<file path="config.mk">
export PLATFORM = sky130hd
export DESIGN_NAME = bus_seven_seg_ctrl
export DESIGN_NICKNAME = d
export VERILOG_FILES = /design/src/rtl/bus_seven_seg_ctrl.sv
export SDC_FILE = /design/constraint.sdc
export NUM_CORES = 1
export LEC_CHECK = 0
export CAP_MARGIN = 10
export CORE_ASPECT_RATIO = 1.1
export CORE_MARGIN = 10
export CORE_UTILIZATION = 49
export DETAILED_ROUTE_END_ITERATION = 6
export PLACE_DENSITY = 0.7
export RECOVER_POWER = 50
export SYNTH_ARGS = -nofsm -noshare
export SYNTH_HDL_FRONTEND = slang
export SYNTH_SLANG_ARGS = --single-unit
export TNS_END_PERCENT = 20
</file>
<file path="constraint.sdc">
create_clock -name CLK -period 2.66 [get_ports CLK]
set_clock_uncertainty 0.1 [all_clocks]
set_input_delay 0.266 -clock CLK [delete_from_list [all_inputs] [get_ports CLK]]
set_output_delay 0.266 -clock CLK [all_outputs]
set_load 0.05 [all_outputs]
</file>
<file path="src/rtl/bus_seven_seg_ctrl.sv">
// Bus-mapped seven-segment controller: digit/DP/CTRL registers with readback
// and a multiplexed, active-low common-anode scan of up to 8 digits.
module bus_seven_seg_ctrl #(
    parameter logic [7:0] IO_ADDRESS  = 8'hD0,
    parameter int         NUM_DIGITS  = 4,
    parameter int         REFRESH_DIV = 100000,
    parameter int         BLINK_DIV   = 64
) (
    input  logic                  CLK,
    input  logic                  RESET,
    input  logic                  BUS_WE,
    input  logic [7:0]            ADDR,
    input  logic [7:0]            DATA_IN,
    output logic [7:0]            DATA_OUT,
    output logic                  DATA_OUT_VALID,
    output logic [NUM_DIGITS-1:0] SEG_SELECT_OUT,
    output logic [7:0]            HEX_OUT
);

    localparam int         NUM_BYTES = (NUM_DIGITS + 1) / 2;
    localparam int         RCNT_W    = $clog2(REFRESH_DIV);
    localparam int         FCNT_W    = $clog2(BLINK_DIV + 1);
    localparam logic [7:0] DP_MASK   = 8'((16'd1 << NUM_DIGITS) - 16'd1);

    // Hex font for g..a, active-low (a segment is lit when its bit is 0).
    function automatic logic [6:0] seg_font(input logic [3:0] nib);
        logic [6:0] seg;
        case (nib)
            4'h0: seg = 7'h40;
            4'h1: seg = 7'h79;
            4'h2: seg = 7'h24;
            4'h3: seg = 7'h30;
            4'h4: seg = 7'h19;
            4'h5: seg = 7'h12;
            4'h6: seg = 7'h02;
            4'h7: seg = 7'h78;
            4'h8: seg = 7'h00;
            4'h9: seg = 7'h10;
            4'hA: seg = 7'h08;
            4'hB: seg = 7'h03;
            4'hC: seg = 7'h46;
            4'hD: seg = 7'h21;
            4'hE: seg = 7'h06;
            4'hF: seg = 7'h0E;
            default: seg = 7'h7F;
        endcase
        return seg;
    endfunction

    logic [7:0]        digit_r [4];
    logic [7:0]        dp_r;
    logic [1:0]        ctrl_r;
    logic [RCNT_W-1:0] refresh_cnt_r;
    logic [2:0]        index_r;
    logic [FCNT_W-1:0] frame_cnt_r;
    logic              blink_phase_r;

    logic [7:0]            offset_s;
    logic                  in_window_s;
    logic                  digit_mapped_s;
    logic [7:0]            rd_data_s;
    logic                  refresh_tc_s;
    logic                  index_wrap_s;
    logic                  frame_tc_s;
    logic                  blank_s;
    logic [7:0]            cur_byte_s;
    logic [3:0]            nibble_s;
    logic [NUM_DIGITS-1:0] sel_s;
    logic [7:0]            hex_s;

    assign offset_s       = ADDR - IO_ADDRESS;
    assign in_window_s    = offset_s < 8'd6;
    assign digit_mapped_s = offset_s < 8'(NUM_BYTES);
    assign refresh_tc_s   = refresh_cnt_r == RCNT_W'(REFRESH_DIV - 1);
    assign index_wrap_s   = refresh_tc_s && (index_r == 3'(NUM_DIGITS - 1));
    assign frame_tc_s     = frame_cnt_r == FCNT_W'(BLINK_DIV - 1);

    // Register file writes; unmapped offsets and unstored bits are dropped.
    always_ff @(posedge CLK or negedge RESET) begin
        if (!RESET) begin
            for (int i = 0; i < 4; i++) digit_r[i] <= 8'h00;
            dp_r   <= 8'h00;
            ctrl_r <= 2'b01;
        end else if (BUS_WE && in_window_s) begin
            case (offset_s)
                8'd0, 8'd1, 8'd2, 8'd3: begin
                    if (digit_mapped_s) digit_r[offset_s[1:0]] <= DATA_IN;
                    else                digit_r[offset_s[1:0]] <= digit_r[offset_s[1:0]];
                end
                8'd4:    dp_r   <= DATA_IN & DP_MASK;
                8'd5:    ctrl_r <= DATA_IN[1:0];
                default: ctrl_r <= ctrl_r;
            endcase
        end else begin
            ctrl_r <= ctrl_r;
        end
    end

    // Readback mux; unmapped window offsets read as zero.
    always_comb begin
        rd_data_s = 8'h00;
        case (offset_s)
            8'd0, 8'd1, 8'd2, 8'd3: begin
                if (digit_mapped_s) rd_data_s = digit_r[offset_s[1:0]];
                else                rd_data_s = 8'h00;
            end
            8'd4:    rd_data_s = dp_r;
            8'd5:    rd_data_s = {6'b000000, ctrl_r};
            default: rd_data_s = 8'h00;
        endcase
    end

    // Registered read response; DATA_OUT holds between reads.
    always_ff @(posedge CLK or negedge RESET) begin
        if (!RESET) begin
            DATA_OUT       <= 8'h00;
            DATA_OUT_VALID <= 1'b0;
        end else if (!BUS_WE && in_window_s) begin
            DATA_OUT       <= rd_data_s;
            DATA_OUT_VALID <= 1'b1;
        end else begin
            DATA_OUT_VALID <= 1'b0;
        end
    end

    // Scan engine: refresh counter, digit index, frame counter and blink phase.
    always_ff @(posedge CLK or negedge RESET) begin
        if (!RESET) begin
            refresh_cnt_r <= '0;
            index_r       <= 3'd0;
            frame_cnt_r   <= '0;
            blink_phase_r <= 1'b0;
        end else if (refresh_tc_s) begin
            refresh_cnt_r <= '0;
            if (index_wrap_s) begin
                index_r <= 3'd0;
                if (frame_tc_s) begin
                    frame_cnt_r   <= '0;
                    blink_phase_r <= ~blink_phase_r;
                end else begin
                    frame_cnt_r <= frame_cnt_r + FCNT_W'(1);
                end
            end else begin
                index_r <= index_r + 3'd1;
            end
        end else begin
            refresh_cnt_r <= refresh_cnt_r + RCNT_W'(1);
        end
    end

    // Pin values for the digit currently indexed, blanked by enable/blink.
    always_comb begin
        blank_s    = !ctrl_r[0] || (ctrl_r[1] && blink_phase_r);
        cur_byte_s = digit_r[index_r[2:1]];
        nibble_s   = index_r[0] ? cur_byte_s[7:4] : cur_byte_s[3:0];
        for (int k = 0; k < NUM_DIGITS; k++) begin
            sel_s[k] = blank_s || (index_r != 3'(k));
        end
        if (blank_s) hex_s = 8'hFF;
        else         hex_s = {~dp_r[index_r], seg_font(nibble_s)};
    end

    // Anodes and segments update on the same edge.
    always_ff @(posedge CLK or negedge RESET) begin
        if (!RESET) begin
            SEG_SELECT_OUT <= {NUM_DIGITS{1'b1}};
            HEX_OUT        <= 8'hFF;
        end else begin
            SEG_SELECT_OUT <= sel_s;
            HEX_OUT        <= hex_s;
        end
    end

endmodule

</file>
==> impl_metrics.csv <==
group,metric,value,unit
placement,place_area,4860,µm²
floorplan,rows,35,
cts,cts_tree,"built",
logic_synthesis,synthSimpleGateAreaFrac,12.9,%
logic_synthesis,synth_warnings,0,
logic_synthesis,netlist_instances,359,
worst_hold_path,hold_path.startpoint,"digit_r[13]$_DFFE_PN0P_",
cts,htreeDepth,3,
worst_hold_path,hold_end,"digit_r[13]$_DFFE_PN0P_",
global_routing,grt_pass1_vias,2906,
floorplan,initial_utilization,50.7,%
global_routing,track_usage,13.7,%
floorplan,die_h,118,µm
logic_synthesis,synth-compound-area-share,7.93,%
routing,wl,8480,µm
timing,tightest_slew,1.32,ns
setup_path,path_class,"reg -> reg",
cts,numCtsBuffers,9,
routing,drc,0,
timing,hold_viol_final,0,
routing,wire_per_inst,16.4,µm
setup_path,start_kind,"register",
pwr,leakagePower,2.30,nW
cts,clock_path_buffers,2,
outcome,status,"completed",
logic_synthesis,yosysSeqAreaShare,50.9,%
timing,rsz0062_at_grt,"no",
floorplan,ios,40,
cts,cts.clk_slew.worst_paths,0.08,ns
routing,ant_nets,0,
logic_synthesis,synth_area,4310,µm²
logic_synthesis,synth_cell_types,55,
logic_synthesis,synth_ff_type,"dfrtp_1",
timing,hold_slack,0.292,ns
routing,num_vias,2813,
pwr,peakVddDrop,0.000254,V
global_routing,antenna_found_initial,0,
finish,nets,435,
logic_synthesis,synthArstFlopShare,100,%
setup_path,endpoint_kind,"register",
logic_synthesis,avgSynthCellArea,12.0,µm²
routing,drt_iter0_drc,163,
setup_path,arrival,2.62,ns
timing,setup_viol,0,
run,max_cap_violations,0,
logic_synthesis,synth_nets,392,
pwr,power,2.60,mW
finish,antennaDiodeCount,0,
global_routing,grt_max_degree,55,
floorplan,fp.dieW,109,µm
floorplan,dieArea,12900,µm²
routing,dr.pass1.iters,4,
logic_synthesis,synthMuxAreaShare,17.0,%
finish,syn2layout_area_growth,18.4,%
cts,root_buffer,"clkbuf_8",
finish,utilization,60.0,%
logic_synthesis,synth_top_family_by_area,"multiplexers",
routing,via_per_inst,5.43,
logic_synthesis,yosysTopAreaCellShare,43.0,%
timing,min_period_over_period,92.6,%
cts,clk_latency,0.35,ns
logic_synthesis,yosysMostFrequentCell,"dfrtp_1",
finish,drive_gt1_share,21.6,%
placement,portBuffers,39,
placement,dp_hpwl,6420,µm
global_routing,grt_first_pass_wirelength,14400,µm
cts,cts_num_sinks,87,
logic_synthesis,synth_edf_count,0,
logic_synthesis,synthTopCellsByArea,"dfrtp_1 (43%), dfstp_2 (7.9%), mux4_2 (7.3%)",
logic_synthesis,yosysTopAreaCell,"dfrtp_1",
cts,cts-resized-gates,0,
placement,routabilityCongestion,0.839,
timing,finalCriticalPeriod,2.46,ns
setup_path,r2r_setup_slack,0.20,ns
timing,slew_headroom,11.8,%
setup_path,cp_max_fo,5,
logic_synthesis,ys_top_cells_by_count,"dfrtp_1 (74), nand2_1 (32), clkbuf_1 (22)",
setup_path,rr_worst_depth,7,
setup_path,worstPathRequired,2.82,ns
floorplan,core-area,8500,µm²
worst_hold_path,whs_path_depth,0,
pwr,powerDensity,510,nW/µm²
finish,fin_area,5100,µm²
logic_synthesis,ys_ff_latch,87,
timing,slew_violations,0,
setup_path,r2r_start,"index_r[1]$_DFFE_PN0N_",
worst_hold_path,min_path_type,"reg -> reg",
setup_path,r2r_end,"HEX_OUT[3]$_DFF_PN1_",
logic_synthesis,synth_fa_ha_area_share,4.07,%
logic_synthesis,synth_xor_xnor_area_share,3.05,%
global_routing,overflow,0,
timing,max_freq,0.406,GHz
## how the worst max path moves through the flow
stage	startpoint	end	slack (ns)	cells past startpoint
6_report	index_r[1]$_DFFE_PN0N_	HEX_OUT[3]$_DFF_PN1_	0.20	7
5_1_grt	index_r[1]$_DFFE_PN0N_	HEX_OUT[3]$_DFF_PN1_	0.07	8
4_1_cts	index_r[1]$_DFFE_PN0N_	HEX_OUT[3]$_DFF_PN1_	0.21	7
3_5_place_dp	ADDR[4]	digit_r[29]$_DFFE_PN0P_	-0.06	9
3_3_place_gp	ADDR[4]	digit_r[24]$_DFFE_PN0P_	0.05	9
2_1_floorplan	index_r[1]$_DFFE_PN0N_	HEX_OUT[3]$_DFF_PN1_	0.22	8
## per-layer routing
layer,GRT usage [%],vias to the layer above,wire (µm)
li1,-,1360,-
met1,17.4,1397,3740
met2,22.7,48,4280
met3,2.77,8,371
met4,4.23,0,88
met5,0,-,0
## registers in the layout, indices dropped and copies added, names as in the netlist
signal          cells
DATA_OUT            8
SEG_SELECT_OUT      4
ctrl_r              2
blink_phase_r       1
digit_r            32
index_r             3
HEX_OUT             8
DATA_OUT_VALID      1
frame_cnt_r         7
refresh_cnt_r      17
dp_r                4
## placed cells by master (no fill, tap or decap), types with 6 or more instances in the layout
cell type / count
a21oi_1: 6
and3_1: 8
buf_4: 17
clkbuf_8: 11
clkdlybuf4s50_1: 38
dfrtp_1: 74
dfstp_2: 12
ha_1: 14
inv_1: 16
mux2_2: 16
mux2_4: 8
mux2i_1: 9
mux4_2: 14
nand2_1: 32
nand3_1: 11
nor2_1: 15
nor2b_1: 6
o21ai_0: 19
xnor2_1: 8
xor2_1: 7
## metrics by stage
| stage | std cells | setup WS (ns) | setup TNS (ns) |
|---|---|---|---|
| finish | 518 | 0.198 | 0 |
| floorplan | 359 | 0.218 | 0 |
| CTS | 518 | 0.208 | 0 |
| detailed placement | 501 | -0.0592 | -0.440 |
| global placement | 501 | 0.0540 | 0 |
| global route | 518 | 0.0658 | 0 |
## report_power, final
group          switching [mW]  total [mW]  leakage [nW]  internal [mW]
Sequential             0.0155        1.36          1.15           1.35
Combinational           0.117       0.213          1.03         0.0957
Clock                   0.440        1.02         0.114          0.580
## timing repair
item | in CTS | in global routing
hold endpoints to repair | 40 | 0
hold buffers | 1 | 0
buffers inserted | 0 | 0
## area by class of cell
cell class	instances	area, µm²
Fill cell	690	3400
Clock inverter	3	65.1
Sequential cell	87	2190
Clock buffer	13	159
Multi-Input combinational cell	230	1940
Inverter	16	60.1
Tap cell	111	139
Timing Repair Buffer	58	543
## logic make-up (layout without fill, tap and decap cells)
kind of cell | count (synthesis) | after routing
AOI/OAI and AO/OA | 51 | 51
xor gates and xnor gates | 15 | 15
adders and majority gates | 14 | 14
buffers and inverters | 42 | 90
DFF | 87 | 87
muxes | 48 | 48
and+or+nand+nor | 102 | 102
## critical path: stages, from the launching register on
cell,delay (ns)
dfrtp_1,0.50
buf_4,0.20
mux4_2,0.51
mux2_2,0.33
ha_1,0.21
and3_1,0.14
a2111oi_0,0.31
a31oi_1,0.08
No activity file was read; power rests on OpenSTA's default activity.
